$ cat src/rtl/sprite_ram_writer_if.sv
// Pixel-stream handshake and sprite RAM write port shared by the loader
// (master) and sprite_ram_writer (slave).
interface sprite_ram_writer_if #(
  parameter int ADDR_W = 13,
  parameter int IDX_W  = 3
);
  logic              in_valid;
  logic [IDX_W-1:0]  in_index;
  logic              in_ready;
  logic              we;
  logic [ADDR_W-1:0] wr_address;
  logic [IDX_W-1:0]  wr_data;

  modport master (
    output in_valid, in_index,
    input  in_ready, we, wr_address, wr_data
  );

  modport slave (
    input  in_valid, in_index,
    output in_ready, we, wr_address, wr_data
  );
endinterface

$ cat src/rtl/sprite_ram_writer.sv
// Streams palette indices into a row-major sprite RAM (address = row*SPRITE_W + col),
// optionally mirroring each row, with writes held off during the visible region.
module sprite_ram_writer #(
  parameter int SPRITE_W      = 60,
  parameter int SPRITE_H      = 90,
  parameter int ADDR_W        = 13,
  parameter int IDX_W         = 3,
  parameter int GATE_ON_BLANK = 1
) (
  input  logic                vga_clk,
  input  logic                Reset,
  input  logic                start,
  input  logic                mirror,
  input  logic                blank,
  sprite_ram_writer_if.slave  px,
  output logic                busy,
  output logic                done
);

  localparam int COL_W = (SPRITE_W > 1) ? $clog2(SPRITE_W) : 1;
  localparam int ROW_W = (SPRITE_H > 1) ? $clog2(SPRITE_H + 1) : 1;

  localparam logic [COL_W-1:0]  COL_LAST = COL_W'(SPRITE_W - 1);
  localparam logic [ROW_W-1:0]  ROW_LAST = ROW_W'(SPRITE_H - 1);
  localparam logic [ADDR_W-1:0] ROW_STEP = ADDR_W'(SPRITE_W);
  localparam logic [ADDR_W-1:0] MIR_TOP  = ADDR_W'(SPRITE_W - 1);

  typedef enum logic {IDLE, LOAD} state_t;

  state_t            state_q;
  logic [COL_W-1:0]  col_q;
  logic [ROW_W-1:0]  row_q;
  logic [ADDR_W-1:0] row_base_q;
  logic              mirror_q;
  logic              we_q;
  logic [ADDR_W-1:0] wr_address_q;
  logic [IDX_W-1:0]  wr_data_q;
  logic              busy_q;
  logic              done_q;

  logic              ready_d;
  logic              xfer_d;
  logic              last_col_d;
  logic              last_px_d;
  logic [ADDR_W-1:0] col_ext_d;
  logic [ADDR_W-1:0] col_off_d;
  logic [ADDR_W-1:0] wr_address_d;

  // A start in LOAD takes the cycle for the restart, so nothing is accepted then.
  always_comb begin
    ready_d      = (state_q == LOAD) && !start && !((GATE_ON_BLANK != 0) && blank);
    xfer_d       = px.in_valid && ready_d;
    last_col_d   = (col_q == COL_LAST);
    last_px_d    = last_col_d && (row_q == ROW_LAST);
    col_ext_d    = ADDR_W'(col_q);
    col_off_d    = mirror_q ? (MIR_TOP - col_ext_d) : col_ext_d;
    wr_address_d = row_base_q + col_off_d;
  end

  always_ff @(posedge vga_clk) begin
    if (Reset) begin
      state_q      <= IDLE;
      col_q        <= '0;
      row_q        <= '0;
      row_base_q   <= '0;
      mirror_q     <= 1'b0;
      we_q         <= 1'b0;
      wr_address_q <= '0;
      wr_data_q    <= '0;
      busy_q       <= 1'b0;
      done_q       <= 1'b0;
    end else begin
      we_q   <= 1'b0;
      done_q <= 1'b0;
      case (state_q)
        IDLE: begin
          if (start) begin
            state_q    <= LOAD;
            busy_q     <= 1'b1;
            col_q      <= '0;
            row_q      <= '0;
            row_base_q <= '0;
            mirror_q   <= mirror;
          end
        end
        LOAD: begin
          if (start) begin
            col_q      <= '0;
            row_q      <= '0;
            row_base_q <= '0;
            mirror_q   <= mirror;
          end else if (xfer_d) begin
            we_q         <= 1'b1;
            wr_address_q <= wr_address_d;
            wr_data_q    <= px.in_index;
            if (last_col_d) begin
              col_q      <= '0;
              row_q      <= row_q + 1'b1;
              row_base_q <= row_base_q + ROW_STEP;
            end else begin
              col_q <= col_q + 1'b1;
            end
            // Final pixel: done, the last write and busy falling share one edge.
            if (last_px_d) begin
              state_q <= IDLE;
              busy_q  <= 1'b0;
              done_q  <= 1'b1;
            end
          end
        end
        default: begin
          state_q <= IDLE;
          busy_q  <= 1'b0;
        end
      endcase
    end
  end

  assign px.in_ready   = ready_d;
  assign px.we         = we_q;
  assign px.wr_address = wr_address_q;
  assign px.wr_data    = wr_data_q;
  assign busy          = busy_q;
  assign done          = done_q;

endmodule
$ cat src/flat_wrapper.sv
// flat-port wrapper written by rule: the top's interface ports become plain ports
module sprite_ram_writer_flat 
#(
  parameter int SPRITE_W      = 60,
  parameter int SPRITE_H      = 90,
  parameter int ADDR_W        = 13,
  parameter int IDX_W         = 3,
  parameter int GATE_ON_BLANK = 1
)
  (vga_clk, Reset, start, mirror, blank, busy, done, px_in_valid, px_in_index, px_in_ready, px_we, px_wr_address, px_wr_data);
  sprite_ram_writer_if #(.ADDR_W(ADDR_W), .IDX_W(IDX_W)) px_i ();
  input  logic vga_clk;
  input  logic Reset;
  input  logic start;
  input  logic mirror;
  input  logic blank;
  output logic busy;
  output logic done;
  input wire logic [$bits(px_i.in_valid)-1:0] px_in_valid;
  input wire logic [$bits(px_i.in_index)-1:0] px_in_index;
  output wire logic [$bits(px_i.in_ready)-1:0] px_in_ready;
  output wire logic [$bits(px_i.we)-1:0] px_we;
  output wire logic [$bits(px_i.wr_address)-1:0] px_wr_address;
  output wire logic [$bits(px_i.wr_data)-1:0] px_wr_data;
  assign px_i.in_valid = px_in_valid;
  assign px_i.in_index = px_in_index;
  assign px_in_ready = px_i.in_ready;
  assign px_we = px_i.we;
  assign px_wr_address = px_i.wr_address;
  assign px_wr_data = px_i.wr_data;
  sprite_ram_writer #(.SPRITE_W(SPRITE_W), .SPRITE_H(SPRITE_H), .ADDR_W(ADDR_W), .IDX_W(IDX_W), .GATE_ON_BLANK(GATE_ON_BLANK)) u_core (.vga_clk(vga_clk), .Reset(Reset), .start(start), .mirror(mirror), .blank(blank), .px(px_i), .busy(busy), .done(done));
endmodule
$ cat config.mk
export PLATFORM = sky130hd
export DESIGN_NAME = sprite_ram_writer_flat
export DESIGN_NICKNAME = d
export VERILOG_FILES = /design/src/rtl/sprite_ram_writer_if.sv /design/src/rtl/sprite_ram_writer.sv /design/src/flat_wrapper.sv
export SDC_FILE = /design/constraint.sdc
export NUM_CORES = 1
export LEC_CHECK = 0
export BUFFER_PORTS_ARGS = -buffer_cell sky130_fd_sc_hd__buf_4
export CORE_ASPECT_RATIO = 1.75
export CORE_MARGIN = 1.5
export CORE_UTILIZATION = 65
export CTS_BUF_LIST = sky130_fd_sc_hd__clkbuf_2 sky130_fd_sc_hd__clkbuf_4 sky130_fd_sc_hd__clkbuf_8
export DETAILED_ROUTE_END_ITERATION = 6
export HOLD_SLACK_MARGIN = 0.08
export PLACE_DENSITY = 0.92
export SLEW_MARGIN = 30
export SYNTH_ARGS = -nofsm -noshare
export SYNTH_HDL_FRONTEND = slang
export SYNTH_SLANG_ARGS = --single-unit
$ cat constraint.sdc
create_clock -name vga_clk -period 5.75 [get_ports vga_clk]
set_clock_uncertainty 0.2 [all_clocks]
set_input_delay 0.2875 -clock vga_clk [delete_from_list [all_inputs] [get_ports vga_clk]]
set_output_delay 0.2875 -clock vga_clk [all_outputs]
set_load 0.02 [all_outputs]
==> results.json <==
{
  "setup_tns_ns": 0,
  "routed_via_density": 5.901,
  "multiInputGateArea_um2": 1499,
  "clkLatencyLatePin_ns": 0.29,
  "finalHoldViolCount": 0,
  "rows": 29,
  "peakVddDrop_mv": 0.2709,
  "grt_max_degree": 35,
  "relSlewSlack_pct": 42.74,
  "area_delta_synth_final_pct": 15.24,
  "vias": 2201,
  "ios": 29,
  "port_buffers": 28,
  "crit_buf_inv": 1,
  "critPathKind": "reg2reg",
  "die_h_um": 84.71,
  "grt_pass1_vias": 2192,
  "cts_tree": "yes",
  "syn_inst": 297,
  "clock.fmax_mhz": 349.5,
  "tightest_slew_ns": 0.8572,
  "drt_iter0_markers": 67,
  "gp_congestion": 0.9151,
  "rsz0062_at_grt": "false",
  "synth_top_area_share_pct": 36.33,
  "cp_cell_sequence": "inv_1 > ha_1 > mux2_2 > ha_1 > a211oi_1 > o21ai_0 > a221oi_1 > xnor2_1 > nand2_1 > a21oi_1",
  "outcome": "finished, final reports clean",
  "wl_per_cell_um": 14.92,
  "die_w_um": 49.69,
  "clock_sinks": 45,
  "critPathArrivalTime_ns": 2.89,
  "cpMostUsedCell": "ha_1",
  "cts_max_level": 2,
  "seq_area_um2": 900.9,
  "clockBufferDepth": 2,
  "fin_crit_sh_pct": 49.77,
  "syn_avg_cell_area_um2": 8.350,
  "remaining_drc_errors": 0,
  "clkTransAtPathRegs_ns": 0.08,
  "place_hpwl_mm": 4.123,
  "critPathTopFamily": "compound AO/OA/AOI/OAI gates",
  "min_path_type": "in2reg",
  "slowest_delay_ns": 0.41,
  "yosysWarnings": 0,
  "overflow": 0,
  "cpMaxStageDelayCell": "dfxtp_1",
  "leakage_uw": 0.001208,
  "synth_seq_cells": 45,
  "maxCapViolations": 0,
  "holdWs_ns": 0.1257,
  "yosysSeqAreaShare_pct": 36.33,
  "die_area_um2": 4209,
  "synth_nets": 327,
  "cts_buffers": 5,
  "worstPathRequired_ns": 5.78,
  "postCtsSetupRepairBufs": 0,
  "ant_nets": 0,
  "core_um2": 3628,
  "synth_edf_count": 0,
  "drive_gt1_share_pct": 15.29,
  "final_core_util_pct": 78.76,
  "n_fill_cell": 260,
  "grt_pass1_wl_mm": 9.439,
  "initial_core_util_pct": 68.34,
  "finalWorstPathRequiredPeriod_ns": 2.862,
  "finalPower_uw": 576.0,
  "routed_wl_mm": 5.567,
  "p_per_area_nw_per_um2": 201.6,
  "yosys.area.top_type": "dfxtp_1",
  "end_kind": "flip-flop",
  "nets": 356,
  "grt_usage_pct": 28.36,
  "maxSlewViolCount": 0,
  "cts_root_buf": "clkbuf_8",
  "antennaDiodeCount": 0,
  "antenna_found_initial": 0,
  "first_pass_iters": 4,
  "setup.worst_path.start_class": "flip-flop",
  "synthesis.area_um2": 2480,
  "yosysUniqueCellTypes": 48,
  "crit_fanout": 5,
  "synthTopCellsByArea": "dfxtp_1 (36%), ha_1 (11%), nor2_1 (6.5%)",
  "ctsResizeCount": 0,
  "synth_flop_cell": "dfxtp_1",
  "async_flop_share_pct": 0,
  "setup_viol_count_final": 0
}
## state kept, by name, summed over array words and instances, names as in the netlist
signal	flops
u_core.row_base_q	11
u_core.mirror_q	1
u_core.px.wr_data	3
u_core.state_q	1
u_core.px.wr_address	13
u_core.px.we	1
u_core.col_q	6
u_core.done	1
u_core.busy	1
u_core.row_q	7
## per-stage QoR
stage | instances | setup slack, ns | cell area, µm²
3_5_place_dp | 361 | 2.902 | 2716
4_1_cts | 373 | 2.878 | 2858
3_3_place_gp | 361 | 2.945 | 2716
5_1_grt | 373 | 2.699 | 2858
2_1_floorplan | 297 | 3.092 | 2480
6_report | 373 | 2.888 | 2858
## cells by family after synthesis
family	after synthesis	share of synthesized area (%)
compound gates	61	15.29
xor+xnor	29	10.24
fa+ha+maj	21	10.60
buf+inv	22	3.431
flops	45	36.33
mux	2	0.8577
other cells	1	0.1512
simple gates	116	23.11
## layout make-up
class | instances | area share, %
clock buffers | 7 | 3.371
clock inverters | 1 | 0.1751
inverters | 11 | 1.445
multi-input cells | 230 | 52.45
flip-flops and latches | 45 | 31.52
well taps | 46 | 2.014
repair buffers | 33 | 9.019
## layer usage
layer	vias to the layer above	global-route usage (%)	part of all wire, %
li1	1085	-	-
met1	1023	29.01	38
met2	78	53.21	55
met3	15	5.338	4.3
met4	0	13.38	2.5
met5	-	0	0
## cells in the mapped netlist, types with 2 or more instances
| cell | n |
|---|---|
| nand2b_1 | 2 |
| a21o_1 | 2 |
| or3_1 | 2 |
| clkbuf_1 | 8 |
| a211oi_1 | 5 |
| nor3_1 | 5 |
| o21a_1 | 3 |
| nand4_1 | 7 |
| inv_1 | 11 |
| a211o_1 | 2 |
| dfxtp_1 | 45 |
| xor2_1 | 13 |
| nor2_1 | 43 |
| nand2_1 | 28 |
| a21oi_1 | 27 |
| xnor2_1 | 16 |
| nand3_1 | 6 |
| ha_1 | 21 |
| nor3b_1 | 3 |
| and3_1 | 4 |
| nor4_1 | 5 |
| o21ai_0 | 12 |
| buf_2 | 2 |
## worst min-delay path, stage by stage
cell and delay (ns):
buf_4 0.13, mux2i_1 0.08, nor2_1 0.09
## path summary, 6_finish.rpt
check                          start                       end  slack (ns)  depth (start not counted)
max                  u_core.col_q[2]  u_core.px.wr_address[11]        2.89                         10
min                            start           u_core.mirror_q        0.13                          3
max reg2reg          u_core.col_q[2]  u_core.px.wr_address[11]        2.89                         10
min reg2reg  u_core.px.wr_address[6]   u_core.px.wr_address[6]        0.26                          2
## power by group
group | switching [µW] | total (µW) | internal [µW]
registers | 3.63 | 318 | 314
clock network | 100 | 209 | 109
logic | 29.2 | 49.2 | 19.9
## layout by cell type (no fill, tap or decap), drive strengths merged, types with 3 or more instances in the layout
master	n
nand3	6
a211oi	5
and3	4
nand2	29
xor2	13
clkbuf	7
nor3b	3
nand2b	3
a21oi	27
buf	29
nor4	6
dfxtp	45
nor3	5
o21ai	13
nand4	8
o21a	3
a21o	3
ha	21
nor2	43
inv	11
dlygate4sd3	4
xnor2	16
## timing repair
action	CTS	global route
endpoints found under the setup margin	0	0
endpoints found under the hold margin	4	0
hold buffers	4	0
(Power assumes the default switching activity.)
